--- config.mk ---
export PLATFORM = sky130hd
export DESIGN_NAME = mag_timer_flat
export DESIGN_NICKNAME = d
export VERILOG_FILES = /design/src/rtl/mag_pkg.sv /design/src/rtl/mag_if.sv /design/src/rtl/mag_bcd_down_digit.sv /design/src/rtl/mag_timer.sv /design/src/flat_wrapper.sv
export SDC_FILE = /design/constraint.sdc
export NUM_CORES = 1
export LEC_CHECK = 0
export ABC_AREA = 1
export CELL_PAD_IN_SITES_DETAIL_PLACEMENT = 1
export CELL_PAD_IN_SITES_GLOBAL_PLACEMENT = 2
export CORE_ASPECT_RATIO = 1.2
export CORE_MARGIN = 2
export CORE_UTILIZATION = 30
export CTS_BUF_LIST = sky130_fd_sc_hd__clkbuf_4
export CTS_CLUSTER_SIZE = 24
export DETAILED_ROUTE_END_ITERATION = 6
export PLACE_DENSITY = 0.81
export SYNTH_ARGS = -nofsm -noshare
export SYNTH_HDL_FRONTEND = slang
export SYNTH_SLANG_ARGS = --single-unit
--- constraint.sdc ---
create_clock -name clk -period 1.9 [get_ports clk]
set_clock_uncertainty 0.2 [all_clocks]
set_input_delay 0.19 -clock clk [delete_from_list [all_inputs] [get_ports clk]]
set_output_delay 0.19 -clock clk [all_outputs]
set_load 0.05 [all_outputs]
--- src/rtl/mag_pkg.sv ---
// Shared constants and types for the magnetron cook-time countdown timer.
package mag_pkg;

    localparam int unsigned BCD_W            = 4;
    localparam int unsigned TICK_DIV_DEFAULT = 1000;
    localparam int unsigned PRESC_W_DEFAULT  = 10;

    localparam logic [BCD_W-1:0] SEC_TENS_WRAP = 4'd5;
    localparam logic [BCD_W-1:0] ONES_WRAP     = 4'd9;

    typedef struct packed {
        logic [BCD_W-1:0] min_tens;
        logic [BCD_W-1:0] min_ones;
        logic [BCD_W-1:0] sec_tens;
        logic [BCD_W-1:0] sec_ones;
    } display_t;

    function automatic logic is_bcd(input logic [BCD_W-1:0] d);
        return d <= 4'd9;
    endfunction

endpackage

--- src/rtl/mag_if.sv ---
// Keypad/control inputs and mm:ss display outputs of the cook timer.
interface mag_if;
    import mag_pkg::*;

    logic             clearn;
    logic             mag_on;
    logic             digit_valid;
    logic [BCD_W-1:0] digit;
    logic [BCD_W-1:0] min_tens;
    logic [BCD_W-1:0] min_ones;
    logic [BCD_W-1:0] sec_tens;
    logic [BCD_W-1:0] sec_ones;
    logic             timer_done;
    logic             done_pulse;

    modport master (
        output clearn, mag_on, digit_valid, digit,
        input  min_tens, min_ones, sec_tens, sec_ones, timer_done, done_pulse
    );

    modport slave (
        input  clearn, mag_on, digit_valid, digit,
        output min_tens, min_ones, sec_tens, sec_ones, timer_done, done_pulse
    );

endinterface

--- src/rtl/mag_bcd_down_digit.sv ---
// One BCD digit register: clear, decrement-with-borrow, or parallel load.
module mag_bcd_down_digit
    import mag_pkg::*;
#(
    parameter logic [BCD_W-1:0] WRAP = ONES_WRAP
) (
    input  logic             clk,
    input  logic             rst,
    input  logic             clr,
    input  logic             load_en,
    input  logic [BCD_W-1:0] load_val,
    input  logic             borrow_in,
    output logic [BCD_W-1:0] value,
    output logic             borrow_out
);

    // Decrement and load are mutually exclusive at the top level.
    always_ff @(posedge clk) begin
        if (rst || clr) begin
            value <= '0;
        end else if (borrow_in) begin
            value <= (value == '0) ? WRAP : value - BCD_W'(1);
        end else if (load_en) begin
            value <= load_val;
        end
    end

    assign borrow_out = borrow_in & (value == '0);

endmodule

--- src/rtl/mag_timer.sv ---
// Cook-time countdown: keypad shift entry, 1 s prescaled BCD countdown, done flag and beep pulse.
module mag_timer
    import mag_pkg::*;
#(
    parameter int unsigned TICK_DIV = TICK_DIV_DEFAULT,
    parameter int unsigned PRESC_W  = PRESC_W_DEFAULT
) (
    input  logic clk,
    input  logic rst,
    mag_if.slave bus
);

    localparam logic [PRESC_W-1:0] PRESC_MAX = PRESC_W'(TICK_DIV - 1);

    logic [PRESC_W-1:0] presc;
    logic [BCD_W-1:0]   mt, mo, st, so;
    logic               b_so, b_st, b_mo, b_mt;
    display_t           disp;
    logic               clr, entry, run, wrap, dec, one_left;
    logic               done, pulse, next_done;

    assign disp     = display_t'({mt, mo, st, so});
    assign clr      = ~bus.clearn;
    assign entry    = bus.clearn & ~bus.mag_on & bus.digit_valid & is_bcd(bus.digit);
    assign run      = bus.clearn & bus.mag_on & ~done;
    assign wrap     = (presc == PRESC_MAX);
    assign dec      = run & wrap;
    assign one_left = (disp == display_t'(16'h0001));

    // Predict whether the digits become all-zero on this edge.
    always_comb begin
        next_done = done;
        if (clr) begin
            next_done = 1'b1;
        end else if (dec) begin
            next_done = one_left;
        end else if (entry) begin
            next_done = ({mo, st, so, bus.digit} == '0);
        end
    end

    always_ff @(posedge clk) begin
        if (rst) begin
            presc <= '0;
            done  <= 1'b1;
            pulse <= 1'b0;
        end else begin
            done  <= next_done;
            pulse <= dec & one_left;
            if (clr) begin
                presc <= '0;
            end else if (run) begin
                presc <= wrap ? '0 : presc + PRESC_W'(1);
            end
        end
    end

    mag_bcd_down_digit #(.WRAP(ONES_WRAP)) u_sec_ones (
        .clk(clk), .rst(rst), .clr(clr), .load_en(entry), .load_val(bus.digit),
        .borrow_in(dec), .value(so), .borrow_out(b_so)
    );

    mag_bcd_down_digit #(.WRAP(SEC_TENS_WRAP)) u_sec_tens (
        .clk(clk), .rst(rst), .clr(clr), .load_en(entry), .load_val(so),
        .borrow_in(b_so), .value(st), .borrow_out(b_st)
    );

    mag_bcd_down_digit #(.WRAP(ONES_WRAP)) u_min_ones (
        .clk(clk), .rst(rst), .clr(clr), .load_en(entry), .load_val(st),
        .borrow_in(b_st), .value(mo), .borrow_out(b_mo)
    );

    // Never borrows: countdown stops at 00:00.
    mag_bcd_down_digit #(.WRAP(ONES_WRAP)) u_min_tens (
        .clk(clk), .rst(rst), .clr(clr), .load_en(entry), .load_val(mo),
        .borrow_in(b_mo), .value(mt), .borrow_out(b_mt)
    );

    assign bus.min_tens   = mt;
    assign bus.min_ones   = mo;
    assign bus.sec_tens   = st;
    assign bus.sec_ones   = so;
    assign bus.timer_done = done;
    assign bus.done_pulse = pulse;

endmodule

--- src/flat_wrapper.sv ---
// flat-port wrapper written by rule: the top's interface ports become plain ports
module mag_timer_flat import mag_pkg::*;
#(
    parameter int unsigned TICK_DIV = TICK_DIV_DEFAULT,
    parameter int unsigned PRESC_W  = PRESC_W_DEFAULT
)
  (clk, rst, bus_clearn, bus_mag_on, bus_digit_valid, bus_digit, bus_min_tens, bus_min_ones, bus_sec_tens, bus_sec_ones, bus_timer_done, bus_done_pulse);
  mag_if bus_i ();
  input  logic clk;
  input  logic rst;
  input wire logic [$bits(bus_i.clearn)-1:0] bus_clearn;
  input wire logic [$bits(bus_i.mag_on)-1:0] bus_mag_on;
  input wire logic [$bits(bus_i.digit_valid)-1:0] bus_digit_valid;
  input wire logic [$bits(bus_i.digit)-1:0] bus_digit;
  output wire logic [$bits(bus_i.min_tens)-1:0] bus_min_tens;
  output wire logic [$bits(bus_i.min_ones)-1:0] bus_min_ones;
  output wire logic [$bits(bus_i.sec_tens)-1:0] bus_sec_tens;
  output wire logic [$bits(bus_i.sec_ones)-1:0] bus_sec_ones;
  output wire logic [$bits(bus_i.timer_done)-1:0] bus_timer_done;
  output wire logic [$bits(bus_i.done_pulse)-1:0] bus_done_pulse;
  assign bus_i.clearn = bus_clearn;
  assign bus_i.mag_on = bus_mag_on;
  assign bus_i.digit_valid = bus_digit_valid;
  assign bus_i.digit = bus_digit;
  assign bus_min_tens = bus_i.min_tens;
  assign bus_min_ones = bus_i.min_ones;
  assign bus_sec_tens = bus_i.sec_tens;
  assign bus_sec_ones = bus_i.sec_ones;
  assign bus_timer_done = bus_i.timer_done;
  assign bus_done_pulse = bus_i.done_pulse;
  mag_timer #(.TICK_DIV(TICK_DIV), .PRESC_W(PRESC_W)) u_core (.clk(clk), .rst(rst), .bus(bus_i));
endmodule
# --- Yosys cells after proc, flatten, opt, wreduce, memory -nomap -nowiden ---
# Cells that the tools add are included.
word_totals:
  latchBits: 0
  n_memories: 0
  ramBits: 0
  register_bits: 28
  rom_bits: 0
classes:
  div: 0
  muxes: 15
  addsub: 5
  bitwise: 13
  magnitude_cmp: 1
  mul: 0
  eq_ne: 2
  shift: 0
  reduce_logical: 11
op_table:
  columns: ["op", "n"]
  rows:
  - ["$mux 4", 12]
  - ["$eq 16x1->1 const B", 1]
  - ["$logic_not 16->1", 1]
  - ["$logic_not 4->1", 4]
  - ["$sub 4x1->4 const B", 4]
  - ["$add 10x1->10 const B", 1]
  - ["$and 1x1->1", 10]
  - ["$eq 10x10->1 const B", 1]
  - ["$mux 10", 1]
  - ["$reduce_bool 2->1", 4]
  - ["$le 4x4->1 const B", 1]
  - ["$not 1->1", 3]
  - ["$mux 1", 2]
  - ["$reduce_or 2->1", 1]
  - ["$logic_or 1x1->1", 1]

# --- Longest topological paths before layout ---
# Gate-level depths: netlist of the first run.
logic_depth:
  depth_word: 7
  ltp_mapped: 12
  ltp_nobuf: 12

# --- By module ---
# Synthesis of the first run repeated with hierarchy kept, for this count alone.
hier_totals:
  cells_unflattened: 263
  hier_area_um2: 1690.4
modules_own_cells:
  columns: ["mod", "area_each_um2", "seq_area_each_um2", "cells_per_inst", "instances"]
  rows:
  - ["mag_bcd_down_digit (u_core.u_min_ones ...)", 240.2, 80.1, 39, 3]
  - ["mag_timer", 716.9, 240.2, 105, 1]
  - ["mag_bcd_down_digit (u_core.u_sec_tens)", 252.7, 80.1, 41, 1]

# --- Worst setup path before layout of the first run ---
# Ideal clock, no wire load.
synth_path:
  kind: "register -> register"
  start: "reg u_core.done, in the netlist u_core.bus.timer_done"
  end: "reg u_core.u_min_tens.value[0]"
  synth_period_minus_slack_ns: 1.707
  stages_incl_launch_ff: 9
  path_slack_ns: 0.193
  setup_ns: 0.118
  t_required_ns: 1.582
  arrival_time_ns: 1.388
  cell_sequence: "dfxtp_1 > nor2_8 > nand2_4 > nor2_8 > nand3_4 > nand2_4 > nand2_1 > nand2_1 > a21oi_1"
synth_via:
  elab_chain_cells: 7
  word_cells_on_any_way: 8
  cone_classes: "mux (1); bitwise (6); reduce/logical (1)"
synth_lines:
  columns: ["item", "line_no", "rtl"]
  rows:
  - ["from (decl)", "mag_timer.sv:20", "logic done, pulse, next_done;"]
  - ["from (signal assigned)", "mag_timer.sv:48", "done <= next_done;"]
  - ["$not 1->1 *", "mag_timer.sv:25", "assign run = bus.clearn & bus.mag_on & ~done;"]
  - ["$and 1x1->1 *", "mag_timer.sv:25", null]
  - ["$and 1x1->1 *", "mag_timer.sv:27", "assign dec = run & wrap;"]
  - ["$and 1x1->1 * (3 in a row)", "mag_bcd_down_digit.sv:28", "assign borrow_out = borrow_in & (value == '0);"]
  - ["$mux 4 or $reduce_bool 2->1 (tied branches)", null, null]
  - ["to (signal assigned)", "mag_bcd_down_digit.sv:22", "value <= (value == '0) ? WRAP : value - BCD_W'(1);"]
  - ["to (signal assigned)", "mag_bcd_down_digit.sv:24", "value <= load_val;"]
  - ["to (decl)", "mag_bcd_down_digit.sv:13", "output logic [BCD_W-1:0] value,"]
# Every way passes the cells marked *; elsewhere a longest branch is shown, timed or not.
# A chain may end at the register's enable or synchronous reset.

# --- Final worst setup path of the first run ---
layout_path:
  start: "reg u_core.presc[0]"
  end: "reg u_core.u_sec_tens.value[0]"
layout_via:
  elab_chain_cells: 4
  word_cells_on_any_way: 5
  cone_classes: "eq/ne (1); mux (1); bitwise (2); reduce/logical (1)"
layout_lines:
  columns: ["item", "line_no", "rtl"]
  rows:
  - ["from (decl)", "mag_timer.sv:15", "logic [PRESC_W-1:0] presc;"]
  - ["from (signal assigned)", "mag_timer.sv:53", "presc <= wrap ? '0 : presc + PRESC_W'(1);"]
  - ["$eq 10x10->1 *", "mag_timer.sv:26", "assign wrap = (presc == PRESC_MAX);"]
  - ["$and 1x1->1 *", "mag_timer.sv:27", null]
  - ["$and 1x1->1 *", "mag_bcd_down_digit.sv:28", null]
  - ["$mux 4 or $reduce_bool 2->1 (tied branches)", null, null]
  - ["to (signal assigned)", "mag_bcd_down_digit.sv:22", null]
  - ["to (signal assigned)", "mag_bcd_down_digit.sv:24", null]
  - ["to (decl)", "mag_bcd_down_digit.sv:13", null]
# Marks and branches as above.

==> summary.md, run 1 <==
| Metric | Value |
|---|---|
| Commonest non-fill, non-tap cell in the layout | nand2_1 |
| Internal | 840.5 uW |
| Slew HR | 0.6550 |
| GRT met2 Usage | 0.3228 |
| Initial antenna violation count | 0 |
| Total global routing overflow | 0 |
| GR Layer Usage met1 | 0.2063 |
| Global-route wire length before repair | 8.459 mm |
| Syn. warnings | 0 |
| Initial DRC count | 31 |
| Crit path capture | u_core.u_sec_tens.value[0] |
| Final Cycle Share | 0.9214 |
| Logic pwr share | 0.085 |
| Share of cells above drive strength 1 | 0.2060 |
| Synth Area in Adders | 0.007474 |
| Initial Utilization | 0.3139 |
| Top cell type's share of synthesized area | 0.3348 |
| Placeable Area | 5334 sq um |
| Mapped Avg Cell Area | 6.539 sq um |
| Vias in the first global route | 1792 |
| Synth Area in Compound Gates | 0.1031 |
| First drt pass iteration count | 4 |
| Max_cap viols | 0 |
| IO Port Bufs | 26 |
| Design area | 2173 sq um |
| Reg2reg setup slack | 150 ps |
| Worst vdd ir | 0.0002142 V |
| Dpl hpwl | 3.909 mm |
| CP Data Arrival Time | 1820 ps |
| Worst Reg-to-Reg Cells | 10 |
| Core Rows | 29 |
| Worst setup path start | u_core.presc[0] |
| Synth area leader | dfxtp_1 |
| Root buf cell | clkbuf_4 |
| Wire length per cell | 13.75 microns |
| RSZ-0062 raised after global routing | false |
| Die area | 6197 sq um |
| Hold_ws | 241.5 ps |
| GPL Wtd Cong | 0.8309 |
| Status | finished clean |
| P_leak | 0.001112 uW |
| GR Layer Usage met3 | 0.02115 |
| Post-layout min period | 1751 ps |
| Most used routing layer | met2 |
| Clock power share | 0.377 |
| Critical path data required time | 1970 ps |
| PwrDens | 508.3 nW/um^2 |
| Worst-margin pin slew | 516.6 ps |
| Simple-gate portion of the synthesized area | 0.4357 |
| Skew-Pair Late Insertion Delay | 350 ps |
| Largest fanout on the critical path | 7 |
| Final WL | 4.992 mm |
| Chip height | 85.83 microns |
| Detailed-route vias per instance | 4.821 |
| H-tree levels | 1 |
| I/O pins | 27 |
| Cell variety after synth | 29 |
| CP Launch Type | flop |
| Clock-pin slew on the worst setup and hold paths | 180 ps |
| FF-to-FF End | u_core.u_sec_tens.value[0] |
| GRT Total Usage | 0.1736 |
| Routed Antenna Nets | 0 |
| Final slew viol count | 0 |
| Reg2reg start | u_core.presc[0] |
| Final net count | 312 |
| Setup-failing EPs final | 0 |
| Routed vias | 1750 |
| Number of diodes | 0 |
| Clock Path Buffers | 2 |
| Sequential area share after synthesis | 0.3348 |
| Largest net degree at the start of global routing | 17 |
| Post-synthesis to final-layout area growth | 29.82% |
| Placed insts | 358 |
| Dpl cell area | 2079 sq um |
| Sw Pwr | 264.1 uW |
| Seq pwr share | 0.537 |
| Max Fclk | 571.2 MHz |
| Total CTS buffers | 3 |
| Count of final hold-check violations | 0 |
| Crit end category | flop |
| DRC viols | 0 |
| Hold-fix buffers at CTS | 0 |
| Final Non-Filler Cells | 363 |
| Worst min-delay path category | in -> reg |
| Seq cells post-synth | 28 |
| Hold Path Depth | 2 |
| Mapped Cells | 256 |
| Crit path kind | reg -> reg |
| CTS tree | yes |
| Largest cells by area after synthesis | dfxtp_1 (33%), nand2_1 (13%), inv_1 (8.7%) |
| Sink Count | 28 |
| Mux contribution to synthesized area | 0 |
| Die W | 72.20 microns |
| Xor/xnor share of the synthesized area | 0.02093 |
| Main combinational cell family by area after synthesis | simple AND/OR/NAND/NOR gates |
| Sw Share | 0.2391 |
| Syn Nets | 266 |
| Most frequent cells in the layout | nand2_1 (60), inv_1 (38), nor2_1 (36), buf_4 (34), dfxtp_1 (26) |
| Synthesized area | 1674 sq um |
[Yosys cell counts]
master / n
nand3_4: 2
o21a_1: 1
dfxtp_1: 28
nand2_4: 3
xnor2_1: 3
or2_0: 1
nor2_1: 36
inv_2: 2
nand2_2: 3
o21ai_0: 13
o21ai_1: 3
nand4_1: 5
and3_1: 1
nand3_2: 1
inv_1: 39
ha_1: 1
nor2_4: 2
nand3_1: 25
nor2_8: 2
buf_2: 2
o21ai_2: 1
a211oi_1: 1
nor4_1: 1
a21oi_1: 12
nor2_2: 3
a221oi_1: 1
nor3_1: 3
nand2_1: 60
xor2_1: 1
[registers in the layout (all words and copies together), names as in the netlist]
register,cells
u_core.u_min_tens.value,4
u_core.u_min_ones.value,4
u_core.presc,10
u_core.bus.done_pulse,1
u_core.bus.timer_done,1
u_core.u_sec_ones.value,4
u_core.u_sec_tens.value,4
[routing by layer]
metal	vias to the layer above	part of all wire
li1	900	-
met1	830	0.45
met2	15	0.52
met3	5	0.016
met4	0	0.011
met5	-	0
[kinds of logic after synthesis]
logic type | after synthesis
AOI/OAI and AO/OA | 32
xor gates and xnor gates | 4
adders and majority gates | 1
and+or+nand+nor | 148
DFF | 28
buffers and inverters | 43
[worst min-delay path by stage]
stage,from,end,slack (ps)
6_report,rst,u_core.bus.done_pulse,240
4_1_cts,rst,u_core.bus.done_pulse,230
3_3_place_gp,u_core.presc[1],u_core.presc[1],280
3_5_place_dp,u_core.presc[1],u_core.presc[1],290
2_1_floorplan,rst,u_core.bus.done_pulse,70
5_1_grt,rst,u_core.bus.done_pulse,210
[per-stage QoR]
step | power (uW) | util | setup slack [ps] | setup TNS (ps)
after CTS | 1120 | 0.3997 | 0.1581 | 0
after global routing | 1169 | 0.4075 | 4.319 | 0
after global placement | 700.3 | 0.3899 | -27.56 | -138.4
final | 1105 | 0.4075 | 149.4 | 0
after floorplan | 655.5 | - | 193.3 | 0
after detailed placement | 701.0 | 0.3899 | -107.4 | -888.7
[worst max-delay path, cell delays in order, from the launching register on]
cell,delay [ps]
dfxtp_2,400
ha_4,140
nand2_1,70
inv_2,80
nand3_4,100
nor2_8,240
nand2_4,100
nand2_1,110
nand2_1,70
o21ai_0,80
a21oi_1,80
[power groups by stage]
| stage | Combinational (uW) | Sequential (uW) | Clock (uW) |
|---|---|---|---|
| 6_report | 94.3 | 593 | 417 |
| 5_1_grt | 105 | 595 | 469 |
| 4_1_cts | 95.6 | 594 | 430 |
| 3_5_place_dp | 95.3 | 606 | 0 |
| 3_3_place_gp | 94.7 | 606 | 0 |
| 2_1_floorplan | 42.0 | 613 | 0 |
[cell type report]
class / count / area [sq um]
Fill cell: 715 / 3161
Multi-Input combinational cell: 185 / 978.4
Sequential cell: 28 / 563.0
Timing Repair Buffer: 43 / 347.8
Inverter: 41 / 153.9
Tap cell: 62 / 77.57
Clock inverter: 1 / 30.03
Clock buffer: 3 / 22.52
[timing repair]
| action | in CTS | in global routing |
|---|---|---|
| resized for setup | 0 | 9 |
| endpoints found under the setup margin | 0 | 19 |
| hold endpoints to repair | 0 | 0 |
| buffers inserted | 0 | 1 |
(Power assumes the default switching activity.)
==> run 2: changes to the inputs <==
--- a/config.mk
+++ b/config.mk
@@ -6,15 +6,14 @@
 export NUM_CORES = 1
 export LEC_CHECK = 0
 export ABC_AREA = 1
-export CELL_PAD_IN_SITES_DETAIL_PLACEMENT = 1
-export CELL_PAD_IN_SITES_GLOBAL_PLACEMENT = 2
+export CAP_MARGIN = 20
 export CORE_ASPECT_RATIO = 1.2
 export CORE_MARGIN = 2
-export CORE_UTILIZATION = 30
+export CORE_UTILIZATION = 35
 export CTS_BUF_LIST = sky130_fd_sc_hd__clkbuf_4
 export CTS_CLUSTER_SIZE = 24
 export DETAILED_ROUTE_END_ITERATION = 6
-export PLACE_DENSITY = 0.81
+export PLACE_DENSITY = 0.55
 export SYNTH_ARGS = -nofsm -noshare
 export SYNTH_HDL_FRONTEND = slang
 export SYNTH_SLANG_ARGS = --single-unit
==> run 2 against run 1 <==
Against the previous run: fmax grew 1.6%; highest routed layer unchanged; routed wire length fell by 18%; largest power group unchanged; design area is 2.2% lower; sequential power about the same; critical path depth unchanged; cell count is 1.7% lower; global-route usage shrank 0.49 points.
==> summary.md, run 2 (synthesized netlist as in run 1, its figures left out) <==
| Metric | Value |
|---|---|
| GPL Wtd Cong | 0.8150 (-1.9%) |
| Critical Path Max Stage Delay | 350 ps (-50 ps) |
| Largest fanout on the critical path | 7 (unchanged) |
| CP Launch Type | flop |
| Crit end category | flop |
| H-tree levels | 1 (unchanged) |
| Detailed-route vias per instance | 4.711 (-2.3%) |
| Largest Register | u_core.presc |
| Global-route wire length before repair | 7.003 mm (-17%) |
| First drt pass iteration count | 4 (unchanged) |
| Die W | 67.14 microns (-7.0%) |
| Setup TNS | 0 ps (unchanged) |
| Final WL | 4.084 mm (-18%) |
| Share of cells above drive strength 1 | 0.1940 (-0.01200) |
| Design area | 2126 sq um (-2.2%) |
| DP Worst Slack | -54.13 ps (+53.25 ps) |
| RSZ-0062 raised after global routing | false |
| Fin util | 0.4627 (+0.05523) |
| CTS tree | yes |
| Seq pwr share | 0.631 (+0.094) |
| Dpl hpwl | 3.238 mm (-17%) |
| Max reg flops | 10 (unchanged) |
| Worst-margin pin slew | 506.8 ps (-9.868 ps) |
| Wire length per cell | 11.44 microns (-17%) |
| Clock power share | 0.271 (-0.106) |
| Chip height | 79.76 microns (-7.1%) |
| Hold Path Depth | 2 (unchanged) |
| I/O pins | 27 (unchanged) |
| Final Cycle Share | 0.9066 (-0.01476) |
| Initial DRC count | 67 (+120%) |
| Post-layout min period | 1723 ps (-28.05 ps) |
| Vias in the first global route | 1524 (-15%) |
| Count of final hold-check violations | 0 (unchanged) |
| Max_cap viols | 0 (unchanged) |
| Total global routing overflow | 0 (unchanged) |
| Final WS setup | 177.5 ps (+28.05 ps) |
| Final net count | 310 (-0.64%) |
| Setup-failing EPs final | 0 (unchanged) |
| Initial antenna violation count | 0 (unchanged) |
| Sw Pwr | 235.4 uW (-11%) |
| Clock-pin slew on the worst setup and hold paths | 150 ps (-30 ps) |
| Commonest non-fill, non-tap cell in the layout | nand2_1 |
| Initial Utilization | 0.3644 (+0.05052) |
| Worst min-delay path category | in -> reg |
| Largest net degree at the start of global routing | 16 (-1) |
| Hold-fix buffers at CTS | 0 (unchanged) |
| DRC viols | 0 (unchanged) |
| Worst vdd ir | 0.0002478 V (+16%) |
| GRT Total Usage | 0.1687 (-0.004881) |
| Routed vias | 1682 (-3.9%) |
| Internal | 704.8 uW (-16%) |
| Hold_ws | 263.4 ps (+21.92 ps) |
| P_leak | 0.001099 uW (-1.2%) |
| Root buf cell | clkbuf_4 |
| Number of diodes | 0 (unchanged) |
| Worst Reg-to-Reg Cells | 10 (unchanged) |
| Logic pwr share | 0.098 (+0.013) |
| Sink Count | 28 (unchanged) |
| Skew-Pair Late Insertion Delay | 330 ps (-20 ps) |
| Crit path kind | reg -> reg |
| Most frequent cells in the layout | nand2_1 (60), inv_1 (38), nor2_1 (35), buf_4 (31), dfxtp_1 (26) |
| Critical path data required time | 1990 ps (+20 ps) |
| Status | finished clean |
| IO Port Bufs | 26 (unchanged) |
| Clock Path Buffers | 2 (unchanged) |
| Slew HR | 0.6616 (+0.006589) |
| Core Rows | 27 (-6.9%) |
| CP Data Arrival Time | 1810 ps (about the same) |
| Max Fclk | 580.5 MHz (+1.6%) |
| Crit-path slowest cell | dfxtp_2 |
| Post-synthesis to final-layout area growth | 26.98% |
| Crit-path most repeated cell | inv_2 |
| Total CTS buffers | 3 (unchanged) |
| PwrDens | 442.3 nW/um^2 (-13%) |
| Routed Antenna Nets | 0 (unchanged) |
| Final slew viol count | 0 (unchanged) |
| Crit-path cells | ha_1 -> nand2_1 -> inv_2 -> nand3_4 -> nor2_8 -> buf_4 -> nor2_4 -> inv_2 -> a21oi_1 -> o21a_1 |
| Dpl cell area | 2064 sq um (-0.72%) |
| Die area | 5355 sq um (-14%) |
| Sw Share | 0.2504 (+0.01125) |
| Placeable Area | 4594 sq um (-14%) |
==> run 2: cell type report <==
class,count,area (sq um)
Fill cell,519,2469
Timing Repair Buffer,41,345.3
Tap cell,58,72.57
Inverter,41,153.9
Sequential cell,28,563.0
Clock inverter,1,3.754
Multi-Input combinational cell,185,964.7
Clock buffer,3,22.52
==> run 2: stage by stage <==
step,instances,power [uW]
after global routing,357,1001
after global placement,351,698.6
after detailed placement,351,697.7
after CTS,355,957.0
after floorplan,256,655.5
final,357,940.3
==> run 2: power groups by stage <==
stage / Clock, uW / Combinational [uW] / Sequential, uW
6_report: 255 / 92.5 / 593
2_1_floorplan: 0 / 42.0 / 613
5_1_grt: 305 / 102 / 594
3_5_place_dp: 0 / 91.9 / 606
3_3_place_gp: 0 / 92.7 / 606
4_1_cts: 271 / 92.2 / 593
==> run 2: final timing paths <==
check	from	to	slack, ps
max	u_core.presc[0]	u_core.presc[8]	180
min reg2reg	u_core.presc[2]	u_core.presc[2]	310
min	rst	u_core.bus.done_pulse	260
max reg2reg	u_core.presc[0]	u_core.presc[8]	180
==> run 2: layer usage <==
metal	global-route usage	vias up	part of all wire
met2	0.2663	28	0.47
li1	-	906	-
met5	0	-	0
met3	0.02257	5	0.035
met4	0.05714	0	0.014
met1	0.2339	743	0.48
==> run 2: critical path: cells and delay by family (launching register included) <==
kind	cells	cell delay [ps]
flip-flops	1	350
buffers and inverters	3	280
adder cells (fa/ha/maj)	1	200
AND/OR/NAND/NOR	4	400
AO/OA/AOI/OAI	2	240
==> run 2: timing repair <==
action | CTS | global route
buffers inserted | 0 | 2
resized for setup | 0 | 7
endpoints found under the setup margin | 0 | 14
hold endpoints to repair | 0 | 0
